[config.mk]
export PLATFORM = sky130hd
export DESIGN_NAME = isp8_io_timer_flat
export DESIGN_NICKNAME = d
export VERILOG_FILES = /design/src/rtl/isp8_io_timer_if.sv /design/src/rtl/isp8_io_timer.sv /design/src/flat_wrapper.sv
export SDC_FILE = /design/constraint.sdc
export NUM_CORES = 1
export LEC_CHECK = 0
export BUFFER_PORTS_ARGS = -buffer_cell sky130_fd_sc_hd__buf_4
export CORE_UTILIZATION = 48
export DETAILED_ROUTE_END_ITERATION = 7
export PLACE_DENSITY = 0.76
export SYNTH_ARGS = -nofsm -noshare
export SYNTH_HDL_FRONTEND = slang
export SYNTH_SLANG_ARGS = --single-unit
[constraint.sdc]
create_clock -name clk -period 3 [get_ports clk]
set_input_delay 0.15 -clock clk [delete_from_list [all_inputs] [get_ports clk]]
set_output_delay 0.15 -clock clk [all_outputs]
set_load 0.02 [all_outputs]
[src/rtl/isp8_io_timer_if.sv]
// Mico8 external I/O bus as seen by a peripheral, plus the interrupt request/acknowledge pair.
// The CPU side uses the master modport, the peripheral side uses the slave modport.
interface isp8_io_timer_if;
    logic [7:0] io_addr;
    logic [7:0] io_wdata;
    logic       io_wr;
    logic       io_rd;
    logic [7:0] io_rdata;
    logic       intr;
    logic       intr_ack;

    modport master (
        output io_addr, io_wdata, io_wr, io_rd, intr_ack,
        input  io_rdata, intr
    );

    modport slave (
        input  io_addr, io_wdata, io_wr, io_rd, intr_ack,
        output io_rdata, intr
    );
endinterface

[src/rtl/isp8_io_timer.sv]
// 16-bit programmable interval timer with prescaler and interrupt, on the Mico8 external I/O bus.
// io_rdata is 8'h00 when the block is not being read, so it can be OR-combined with other peripherals.
module isp8_io_timer #(
    parameter logic [7:0] BASE_ADDR    = 8'h10,
    parameter logic [7:0] PRESCALE_RST = 8'h00
) (
    input logic            clk,
    input logic            rst_n,
    isp8_io_timer_if.slave io
);
    localparam logic [2:0] OffCtrl     = 3'd0;
    localparam logic [2:0] OffPrescale = 3'd1;
    localparam logic [2:0] OffReloadLo = 3'd2;
    localparam logic [2:0] OffReloadHi = 3'd3;
    localparam logic [2:0] OffCountLo  = 3'd4;
    localparam logic [2:0] OffCountHi  = 3'd5;
    localparam logic [2:0] OffStatus   = 3'd6;

    logic        sel, wr_en, rd_en;
    logic [2:0]  off;
    logic        tick, expire, start;

    logic        en_q, en_d;
    logic        auto_q, auto_d;
    logic        ie_q, ie_d;
    logic        flag_q, flag_d;
    logic [7:0]  prescale_q, prescale_d;
    logic [7:0]  psc_q, psc_d;
    logic [7:0]  snap_hi_q, snap_hi_d;
    logic [15:0] reload_q, reload_d;
    logic [15:0] count_q, count_d;

    assign sel   = (io.io_addr[7:3] == BASE_ADDR[7:3]);
    assign off   = io.io_addr[2:0];
    assign wr_en = sel & io.io_wr;
    assign rd_en = sel & io.io_rd;

    assign tick   = en_q & (psc_q == prescale_q);
    assign expire = tick & (count_q == 16'h0000);
    assign start  = wr_en & (off == OffCtrl) & io.io_wdata[0] & ~en_q;

    always_comb begin
        en_d       = en_q;
        auto_d     = auto_q;
        ie_d       = ie_q;
        flag_d     = flag_q;
        prescale_d = prescale_q;
        psc_d      = psc_q;
        snap_hi_d  = snap_hi_q;
        reload_d   = reload_q;
        count_d    = count_q;

        if (start) begin
            psc_d = 8'h00;
        end else if (en_q) begin
            psc_d = tick ? 8'h00 : psc_q + 8'h01;
        end

        // Start load takes priority; otherwise a tick still applies even if EN is being cleared.
        if (start) begin
            count_d = reload_q;
        end else if (tick) begin
            if (count_q != 16'h0000) begin
                count_d = count_q - 16'h0001;
            end else if (auto_q) begin
                count_d = reload_q;
            end
        end

        if (expire && !auto_q) begin
            en_d = 1'b0;
        end

        // Expiry set beats both clear sources.
        if (expire) begin
            flag_d = 1'b1;
        end else if (io.intr_ack || (wr_en && (off == OffStatus) && io.io_wdata[0])) begin
            flag_d = 1'b0;
        end

        if (wr_en) begin
            case (off)
                OffCtrl: begin
                    en_d   = io.io_wdata[0];
                    auto_d = io.io_wdata[1];
                    ie_d   = io.io_wdata[2];
                end
                OffPrescale: prescale_d     = io.io_wdata;
                OffReloadLo: reload_d[7:0]  = io.io_wdata;
                OffReloadHi: reload_d[15:8] = io.io_wdata;
                default: ;
            endcase
        end

        if (rd_en && (off == OffCountLo)) begin
            snap_hi_d = count_q[15:8];
        end
    end

    always_comb begin
        io.io_rdata = 8'h00;
        if (rd_en) begin
            case (off)
                OffCtrl:     io.io_rdata = {5'b00000, ie_q, auto_q, en_q};
                OffPrescale: io.io_rdata = prescale_q;
                OffReloadLo: io.io_rdata = reload_q[7:0];
                OffReloadHi: io.io_rdata = reload_q[15:8];
                OffCountLo:  io.io_rdata = count_q[7:0];
                OffCountHi:  io.io_rdata = snap_hi_q;
                OffStatus:   io.io_rdata = {7'b0000000, flag_q};
                default:     io.io_rdata = 8'h00;
            endcase
        end
    end

    assign io.intr = flag_q & ie_q;

    always_ff @(posedge clk) begin
        if (!rst_n) begin
            en_q       <= 1'b0;
            auto_q     <= 1'b0;
            ie_q       <= 1'b0;
            flag_q     <= 1'b0;
            prescale_q <= PRESCALE_RST;
            psc_q      <= 8'h00;
            snap_hi_q  <= 8'h00;
            reload_q   <= 16'h0000;
            count_q    <= 16'h0000;
        end else begin
            en_q       <= en_d;
            auto_q     <= auto_d;
            ie_q       <= ie_d;
            flag_q     <= flag_d;
            prescale_q <= prescale_d;
            psc_q      <= psc_d;
            snap_hi_q  <= snap_hi_d;
            reload_q   <= reload_d;
            count_q    <= count_d;
        end
    end
endmodule

[src/flat_wrapper.sv]
// flat-port wrapper written by rule: the top's interface ports become plain ports
module isp8_io_timer_flat 
#(
    parameter logic [7:0] BASE_ADDR    = 8'h10,
    parameter logic [7:0] PRESCALE_RST = 8'h00
)
  (clk, rst_n, io_io_addr, io_io_wdata, io_io_wr, io_io_rd, io_intr_ack, io_io_rdata, io_intr);
  isp8_io_timer_if io_i ();
  input logic clk;
  input logic rst_n;
  input wire logic [$bits(io_i.io_addr)-1:0] io_io_addr;
  input wire logic [$bits(io_i.io_wdata)-1:0] io_io_wdata;
  input wire logic [$bits(io_i.io_wr)-1:0] io_io_wr;
  input wire logic [$bits(io_i.io_rd)-1:0] io_io_rd;
  input wire logic [$bits(io_i.intr_ack)-1:0] io_intr_ack;
  output wire logic [$bits(io_i.io_rdata)-1:0] io_io_rdata;
  output wire logic [$bits(io_i.intr)-1:0] io_intr;
  assign io_i.io_addr = io_io_addr;
  assign io_i.io_wdata = io_io_wdata;
  assign io_i.io_wr = io_io_wr;
  assign io_i.io_rd = io_io_rd;
  assign io_i.intr_ack = io_intr_ack;
  assign io_io_rdata = io_i.io_rdata;
  assign io_intr = io_i.intr;
  isp8_io_timer #(.BASE_ADDR(BASE_ADDR), .PRESCALE_RST(PRESCALE_RST)) u_core (.clk(clk), .rst_n(rst_n), .io(io_i));
endmodule
==> reports/results.txt, run 1 <==
worst slew pin tran: 735 ps
Worst setup EP type: flip-flop
Max Slew Vio Count: 0
type of the worst setup path: flip-flop to flip-flop
cell with the biggest individual delay on the critical path: or4b_2
post-layout power: 1.62 mW
number of I/O port buffers: 29
count of warnings emitted by yosys: 0
highest attainable clock frequency: 404 MHz
largest net degree at the start of global routing: 39
WL final: 9850 um
worst relative slew slack: 50.9%
internal power summed over all cells: 1.25 mW
Async S/R FF share, synth: 0%
total gr overflow: 0
die width: 86.1 um
fill count: 656
Post-synth top flop: dfxtp_1
setup repair after global routing missed its margin: no
Finished Layout Cells: 530
worst-case vdd ir drop: 328 uV
final weighted congestion of routability-driven global placement: 0.945
Hold WS: 53.5 ps
fraction of layout cells with a size suffix above 1: 15.2%
required time reported for the critical path endpoint: 3240 ps
CP max FO: 9
Leak: 1.65 nW
most common cell after layout, fill and taps aside: nor2_1
HPWL after detailed placement: 7010 um
switching fraction of total power: 23.0%
synthesis-to-layout area growth: 13.8%
maximum number of buffers from clock root to sink: 2
total of max-cap violations: 0
Flop pwr share: 49.3%
router iterations before antenna repair: 5
post-synthesis cell count: 407
worst clock skew on the final layout: 12.7 ps
flip-flop and latch count after synthesis: 60
post-CTS setup buffers: 0
top-area cell type share of the netlist area: 35.4%
library cell with the largest summed area after synthesis: dfxtp_1
vias after detailed routing: 3316
post-CTS resize count: 0
portion of the clock cycle consumed by the worst path in the final layout: 82.4%
overall die height: 86.1 um
average wire per cell in the routed design: 18.6 um
number of routed nets with antenna violations: 0
root buffer cell: clkbuf_8
Worst Setup Start Kind: flip-flop
count of flip-flops with a built-in enable after synthesis: 0
chain of cells forming the critical path: inv_1 > ha_1 > or4b_2 > nor4_4 > a31o_4 > nand2_1 > o311ai_1
post-layout minimum cycle time: 2470 ps
Pwr Density: 419 nW/um2
most frequent cells in the layout: nor2_1, dfxtp_1, mux2i_1
die area: 7420 um2
class of the tightest hold or removal check: input pin to flip-flop
# diodes: 0
clock tree from TritonCTS: yes
CTS clk-pin slew, worst paths: 70 ps
number of ports placed on the die boundary: 30
Area contributors post-synth: dfxtp_1, mux2i_1, nor2_1, a21oi_1, xor2_1
DRC viols: 0
nets in the synthesized netlist: 431
Setup Viol. Count Final: 0
Post-CTS Hold Buffers: 0
initial standard-cell utilization of the core: 49.7%
Final nets: 455
Setup WS post-layout: 527 ps
portion of total power attributed to combinational logic: 5.2%
number of distinct standard cells referenced by the synthesized netlist: 54
1st-iter DRT viols: 393
Total Negative Setup Slacks: 0 ps
share of total power in the clock network: 45.6%
placed cells: 516
core area: 6830 um2
status: completed
CP max stage delay: 670 ps
number of antenna violations at the first check in global routing: 0
clock latency on the worst-skew pair: 350 ps
net switching component of the power: 372 uW
wire length of the first global-routing pass: 15900 um
via count of the first global-routing pass: 3116
Seq/Total Area, Yosys: 35.4%
hold violation total from the final report: 0
Avg Cell Area, Syn: 8.35 um2
Global Route Usage Sum: 28.1%
post-placement setup slack: 617 ps
H-tree levels: 3
Worst EP arrival: 2720 ps
placement row count: 30
post-synthesis cell area: 3400 um2
Sinks on Clock Net: 60
via count normalized by instance count: 6.26
number of clock buffers inserted by TritonCTS: 9
-- flip-flops by register name, summed over array words and instances, names as in the netlist --
signal             cells
u_core.flag_q          1
u_core.snap_hi_q       8
u_core.prescale_q      8
u_core.en_q            1
u_core.ie_q            1
u_core.auto_q          1
u_core.psc_q           8
u_core.reload_q       16
u_core.count_q        16
-- cells by family after synthesis --
kind of cell	count (synthesis)	share of synthesized area, %
AO/OA/AOI/OAI	80	15.9
XOR/XNOR	14	3.61
flip-flops	60	35.4
adder cells (fa/ha/maj)	3	1.11
buffers and inverters	27	3.46
AND/OR/NAND/NOR	178	27.1
multiplexers	45	13.4
-- power groups by stage --
stage	registers [mW]	logic, mW	clock network [mW]
after floorplan	0.815	0.0406	0
after global placement	0.815	0.0803	0
after detailed placement	0.815	0.0819	0
after CTS	0.797	0.0821	0.741
after global routing	0.797	0.0886	0.775
final	0.797	0.0837	0.738
-- layer usage --
layer,global-route usage [%],wire [um]
met2,45.5,4580
met1,36.1,4180
met3,5.10,721
met4,13.8,363
met5,0,0
-- layout make-up --
cell class	count	area, um2	area share, %
clock buffers	12	155	4.01
well taps	96	120	3.11
multi-input cells	320	2080	53.7
flip-flops and latches	60	1200	31.1
repair buffers	34	255	6.60
clock inverters	2	35.0	0.906
inverters	6	22.5	0.582
-- per-stage QoR --
| step | area (um2) | utilization [%] |
|---|---|---|
| 6_report | 3870 | 56.6 |
| 5_1_grt | 3870 | 56.6 |
| 4_1_cts | 3870 | 56.6 |
| 3_5_place_dp | 3680 | 53.8 |
| 3_3_place_gp | 3680 | 53.8 |
| 2_1_floorplan | 3400 | - |
-- synth_stat cells (all sizes together) (3+ instances only) --
| master | n |
|---|---|
| a41oi | 3 |
| xor2 | 13 |
| mux2i | 40 |
| nand3 | 12 |
| o211ai | 10 |
| buf | 6 |
| ha | 3 |
| nand2b | 7 |
| a21oi | 30 |
| nor3 | 9 |
| a22oi | 7 |
| a221oi | 3 |
| o21ai | 12 |
| dfxtp | 60 |
| nand4 | 8 |
| mux2 | 5 |
| nand2 | 27 |
| a211oi | 4 |
| or3 | 4 |
| nor4b | 3 |
| clkbuf | 15 |
| and3 | 5 |
| nor4 | 11 |
| nor2b | 8 |
| or4 | 4 |
| inv | 6 |
| nor2 | 70 |
| and2 | 3 |
-- final timing paths --
path / slack, ps / endpoint / startpoint / cells past startpoint
worst max-delay path: 530 / u_core.count_q[4] / u_core.count_q[0] / 7
worst max register to register: 530 / u_core.count_q[4] / u_core.count_q[0] / 7
worst min register to register: 520 / u_core.snap_hi_q[1] / u_core.snap_hi_q[1] / 2
worst min-delay path: 50 / u_core.prescale_q[5] / io_io_wdata[5] / 3
-- critical path, delay by kind of cell (launching register included) --
kind                       cells  cell delay (ps)
buffers and inverters          1              170
adders and majority gates      1              200
AOI/OAI and AO/OA              2              390
DFF                            1              330
and+or+nand+nor                3             1280
(Power assumes the default switching activity.)
==> run 2, diff against run 1 <==
ABC_AREA = 1   (was unset)
clock period = 2.4 ns   (was 3 ns; I/O delays follow)
==> run 2 against run 1 <==
  * Fmax rose by 27%
  * Register-to-register slack worse by 80 ps
  * Critical path type unchanged
  * Clock skew is 3.0 ps lower
  * Critical path depth stayed put
  * Worst hold slack lost 40 ps
  * Worst setup slack got worse by 79 ps
  * Combinational power grew 16%
==> reports/results.txt, run 2 <==
status: completed
sequential cell area: 1200 um2
worst clock skew on the final layout: 9.70 ps
internal power summed over all cells: 1.54 mW
class of the tightest hold or removal check: input pin to flip-flop
clock tree from TritonCTS: yes
post-layout power: 2.02 mW
total of max-cap violations: 0
portion of the clock cycle consumed by the worst path in the final layout: 81.4%
type of the worst setup path: flip-flop to flip-flop
portion of total power attributed to combinational logic: 4.8%
worst relative slew slack: 34.3%
share of total power in the clock network: 45.7%
DRC viols: 0
post-synthesis cell count: 566
placement row count: 31
CP max stage delay: 530 ps
Flop pwr share: 49.5%
most numerous cell types in the synthesized netlist: nand2_1, nor2_1, inv_1
post-CTS resize count: 0
die width: 88.5 um
post-synthesis cell area: 3590 um2
router iterations before antenna repair: 5
HPWL after detailed placement: 8490 um
most frequent cells in the layout: nand2_1, nor2_1, inv_1
required time reported for the critical path endpoint: 2680 ps
synthesis-to-layout area growth: 13.0%
hold-critical path depth: 3
worst slew pin tran: 970 ps
reg-to-reg endpoint: u_core.count_q[4]
Post-synth top flop: dfxtp_1
CP max FO: 32
# diodes: 0
cell occurring most often along the worst timing path: nor2_1
H-tree levels: 3
CTS clk-pin slew, worst paths: 70 ps
Avg Cell Area, Syn: 6.34 um2
Leak: 1.85 nW
fill count: 767
Total Negative Setup Slacks: 0 ps
Worst EP arrival: 2230 ps
wire length of the first global-routing pass: 17700 um
library cell with the largest summed area after synthesis: dfxtp_1
largest net degree at the start of global routing: 47
switching fraction of total power: 23.7%
startpoint of the worst hold path: io_io_wdata[6]
final weighted congestion of routability-driven global placement: 1.02
Async S/R FF share, synth: 0%
Area contributors post-synth: dfxtp_1, nand2_1, nor2_1, a21oi_1, inv_1
fraction of layout cells with a size suffix above 1: 12.4%
Max Slew Vio Count: 0
flop2flop setup slack: 450 ps
library cell with the highest instance count after synthesis: nand2_1
setup repair after global routing missed its margin: no
nets in the synthesized netlist: 590
overall die height: 88.5 um
worst-case vdd ir drop: 261 uV
net switching component of the power: 479 uW
Post-CTS Hold Buffers: 0
number of distinct standard cells referenced by the synthesized netlist: 34
post-placement setup slack: 589 ps
number of ports placed on the die boundary: 30
worst reg2reg path startpoint: u_core.en_q
number of antenna violations at the first check in global routing: 0
Pwr Density: 497 nW/um2
worst r2r path cells: 7
Hold Path End: u_core.reload_q[6]
Sinks on Clock Net: 60
via count of the first global-routing pass: 3554
final instance area: 4060 um2
average wire per cell in the routed design: 15.7 um
maximum number of buffers from clock root to sink: 2
post-CTS setup buffers: 0
Worst setup EP type: flip-flop
Worst Setup Start Kind: flip-flop
cell with the biggest individual delay on the critical path: dfxtp_1
total gr overflow: 0
core area: 7250 um2
highest attainable clock frequency: 512 MHz
largest registers in the final layout: u_core.count_q: 16 flops, u_core.reload_q: 16 flops
chain of cells forming the critical path: inv_2 > nand4_2 > buf_4 > nand2_1 > a21oi_1 > nor2_1 > nor2_1
die area: 7830 um2
Seq/Total Area, Yosys: 33.5%
vias after detailed routing: 3806
WL final: 11000 um
Setup WS post-layout: 447 ps
count of warnings emitted by yosys: 0
most common cell after layout, fill and taps aside: nand2_1
hold violation total from the final report: 0
count of flip-flops with a built-in enable after synthesis: 0
Final nets: 618
flip-flop and latch count after synthesis: 60
Global Route Usage Sum: 30.5%
via count normalized by instance count: 5.45
combined area of the multi-input logic cells: 2020 um2
post-layout minimum cycle time: 1950 ps
initial standard-cell utilization of the core: 49.5%
root buffer cell: clkbuf_8
1st-iter DRT viols: 304
clock latency on the worst-skew pair: 350 ps
Setup Viol. Count Final: 0
number of clock buffers inserted by TritonCTS: 9
top-area cell type share of the netlist area: 33.5%
number of I/O port buffers: 29
dpl cell area: 3860 um2
number of routed nets with antenna violations: 0
## run 2: changes by cell type in the layout (fill, tap and decap cells not counted), sizes merged, moves of 17 or more
| cell | before | now |
|---|---|---|
| nand3 | 12 | 53 |
| a21oi | 30 | 57 |
| o21ai | 12 | 46 |
| inv | 6 | 78 |
| mux2i | 40 | 0 |
| nor2 | 70 | 87 |
| nand2 | 27 | 123 |
## run 2: kinds of logic (layout without fill, tap and decap cells)
group,Yosys count,in the layout,share of synthesized area (%)
buffers and inverters,92,125,10.4
AO/OA/AOI/OAI,121,121,18.0
AND/OR/NAND/NOR,279,279,34.5
flip-flops,60,60,33.5
XOR/XNOR,11,11,2.69
adder cells (fa/ha/maj),3,3,1.05
## run 2: worst max-delay path by stage
stage	from	end	slack, ps
finish	u_core.en_q	u_core.count_q[4]	450
global placement	u_core.en_q	u_core.count_q[12]	570
CTS	u_core.en_q	u_core.count_q[8]	560
global route	u_core.en_q	u_core.count_q[8]	390
detailed placement	u_core.en_q	u_core.count_q[8]	590
floorplan	u_core.count_q[0]	u_core.count_q[0]	850
## run 2: power by group through the flow
stage | Sequential [mW] | Combinational [mW] | Clock [mW]
finish | 0.998 | 0.0974 | 0.922
global route | 0.998 | 0.107 | 0.984
CTS | 0.998 | 0.0957 | 0.930
detailed placement | 1.02 | 0.0956 | 0
global placement | 1.02 | 0.0938 | 0
floorplan | 1.02 | 0.0476 | 0
## run 2: routing by layer
metal,up-vias,routed length [um],track usage [%]
met4,0,378,16.1
met1,1731,4810,39.0
li1,1900,-,-
met5,-,0,0
met2,144,5000,49.1
met3,31,769,5.50
## run 2: area by class of cell
cell class                 instances  share of cell area, %
timing repair buffer              30                   5.55
sequential                        60                   29.6
multi-input combinational        414                   49.7
clock buffer                      12                   3.58
inverter                          79                   7.31
clock inverter                     4                   1.20
tap                               99                   3.05
## run 2: worst max-delay path: cells and delay by family, from the launching register on
kind / cells / cell delay, ps
AND/OR/NAND/NOR: 4 / 600
flip-flops: 1 / 530
buffers and inverters: 2 / 500
AO/OA/AOI/OAI: 1 / 240
## run 2: through the flow
step | utilization (%) | instances | hold slack [ps]
3_3_place_gp | 53.3 | 682 | 367
6_report | 55.9 | 698 | 13.9
2_1_floorplan | - | 566 | 255
5_1_grt | 55.9 | 698 | 28.5
3_5_place_dp | 53.3 | 682 | 383
4_1_cts | 55.9 | 698 | 21.6
==> run 3, diff against run 2 <==
clock period = 1.8 ns   (was 2.4 ns; I/O delays follow)
==> run 3 against run 2 <==
  * The flow now finishes with violations (negative hold slack)
  * Worst hold slack worse by 16 ps
  * Clock skew shrank 2.0 ps
  * Sequential power grew 33%
  * Final cell count increased by 2.0%
  * Clock power up 46%
  * Core utilization is 2.7 points higher
  * Largest cell class unchanged
==> reports/results.txt, run 3 (synthesized netlist as in run 2, its figures left out) <==
HPWL after detailed placement: 8720 um
highest attainable clock frequency: 584 MHz
chain of cells forming the critical path: nor2_1 > nand2_1 > nor2_2 > nand2_1 > nand3_1 > nand2_1 > nand2_1 > nand2_1 > nand2_1 > a21oi_1
Sinks on Clock Net: 60
Setup WS post-layout: 88.4 ps
clock latency on the worst-skew pair: 350 ps
CP max stage delay: 370 ps
Finished Layout Cells: 712
H-tree levels: 3
root buffer cell: clkbuf_8
initial standard-cell utilization of the core: 49.5%
placement row count: 31
Worst EP arrival: 1940 ps
Routed met2 length: 5210 um
status: finished with violations
total of max-cap violations: 0
number of I/O port buffers: 29
Hold WS: -2.19 ps
clock tree from TritonCTS: yes
via count of the first global-routing pass: 3688
cell with the biggest individual delay on the critical path: dfxtp_1
average wire per cell in the routed design: 16.1 um
Post-Route M1 WL: 5000 um
worst slew pin tran: 1060 ps
number of clock buffers inserted by TritonCTS: 9
number of ports placed on the die boundary: 30
die area: 7830 um2
worst-case vdd ir drop: 402 uV
Met3 Wirelength: 798 um
1st-iter DRT viols: 433
worst clock skew on the final layout: 7.69 ps
final weighted congestion of routability-driven global placement: 1.01
CTS clk-pin slew, worst paths: 70 ps
most common cell after layout, fill and taps aside: nand2_1
Setup Viol. Count Final: 0
portion of the clock cycle consumed by the worst path in the final layout: 95.1%
WL final: 11500 um
largest registers in the final layout: u_core.count_q: 16 flops, u_core.reload_q: 16 flops
Pwr Density: 663 nW/um2
Worst Setup Start Kind: flip-flop
class of the tightest hold or removal check: input pin to flip-flop
worst relative slew slack: 28.4%
overall die height: 88.5 um
CP max FO: 7
net switching component of the power: 661 uW
switching fraction of total power: 23.5%
Leak: 1.95 nW
post-placement setup slack: 35.9 ps
share of total power in the clock network: 47.9%
vias after detailed routing: 3920
highest routed layer: met4
maximum number of buffers from clock root to sink: 2
number of routed nets with antenna violations: 0
portion of total power attributed to combinational logic: 4.9%
Flop pwr share: 47.3%
most frequent cells in the layout: nand2_1, nor2_1, inv_1
die width: 88.5 um
post-layout minimum cycle time: 1710 ps
Top delay family on crit path: simple AND/OR/NAND/NOR gates
cell occurring most often along the worst timing path: nand2_1
total gr overflow: 0
synthesis-to-layout area growth: 18.4%
number of antenna violations at the first check in global routing: 0
setup repair after global routing missed its margin: yes
Global Route Usage Sum: 31.4%
Max Slew Vio Count: 0
required time reported for the critical path endpoint: 2030 ps
hold violation total from the final report: 1
placed cells: 689
core area: 7250 um2
Final nets: 632
fraction of layout cells with a size suffix above 1: 16.3%
largest net degree at the start of global routing: 27
router iterations before antenna repair: 6
violations in the final reports: negative hold slack
internal power summed over all cells: 2.15 mW
via count normalized by instance count: 5.51
Worst setup EP type: flip-flop
# diodes: 0
type of the worst setup path: flip-flop to flip-flop
fraction of the core area covered by cells at the end of the flow: 58.6%
DRC viols: 0
worst path buffer plus inverter count: 0
wire length of the first global-routing pass: 18100 um
post-layout power: 2.82 mW
==> run 3: cell types whose count changed in the layout (fill, tap and decap cells not counted), moves of 2 or more <==
cell,previous run,this run
dfxtp_1,60,57
clkbuf_1,2,0
nand3_1,45,43
nand3_2,7,10
nor3_1,5,3
dfxtp_2,0,3
nor2_2,7,9
nor2_1,79,77
nand2_1,121,119
nand2_2,1,3
nor3_2,0,2
buf_4,30,39
dlygate4sd3_1,0,2
==> run 3: repair_timing <==
item                       4_1_cts  5_1_grt
hold endpoints to repair         2        0
setup endpoints to repair        0       14
gates resized for setup          0       13
hold buffers                     2        0
setup buffers                    0        3
==> run 3: power groups by stage <==
stage	logic, mW	clock network [mW]	registers [mW]
after CTS	0.134	1.36	1.33
final	0.137	1.35	1.33
after global placement	0.127	0	1.36
after floorplan	0.0635	0	1.36
after detailed placement	0.130	0	1.36
after global routing	0.151	1.41	1.33
==> run 3: stage by stage <==
stage	TNS (ps)	area, um2
final	0	4250
after global routing	-33.8	4250
after CTS	0	4160
after detailed placement	0	3930
after global placement	0	3930
after floorplan	0	3590
==> run 3: area by class of cell <==
type / count / area (um2)
sequential: 60 / 1200
clock buffer: 9 / 124
multi-input combinational: 416 / 2080
fill: 726 / 3000
clock inverter: 7 / 91.3
inverter: 79 / 297
tap: 99 / 124
timing repair buffer: 42 / 333
==> run 3: routing by layer <==
metal  track usage [%]  vias to the layer above
met1              39.9                     1776
met3              6.06                       35
met2              50.6                      176
met4              16.7                        0
met5                 0                        -
li1                  -                     1933
==> run 3: final timing paths <==
| check | startpoint | to | slack [ps] | depth (start not counted) |
|---|---|---|---|---|
| max | u_core.count_q[2] | u_core.count_q[7] | 90 | 10 |
| min | io_io_wdata[4] | u_core.reload_q[12] | -2 | 3 |
| max reg2reg | u_core.count_q[2] | u_core.count_q[7] | 90 | 10 |
| min reg2reg | u_core.reload_q[2] | u_core.reload_q[2] | 500 | 2 |
==> run 3: worst min-delay path, delay by kind of cell <==
kind,cells,cell delay [ps]
simple gates,2,120
buf+inv,1,100
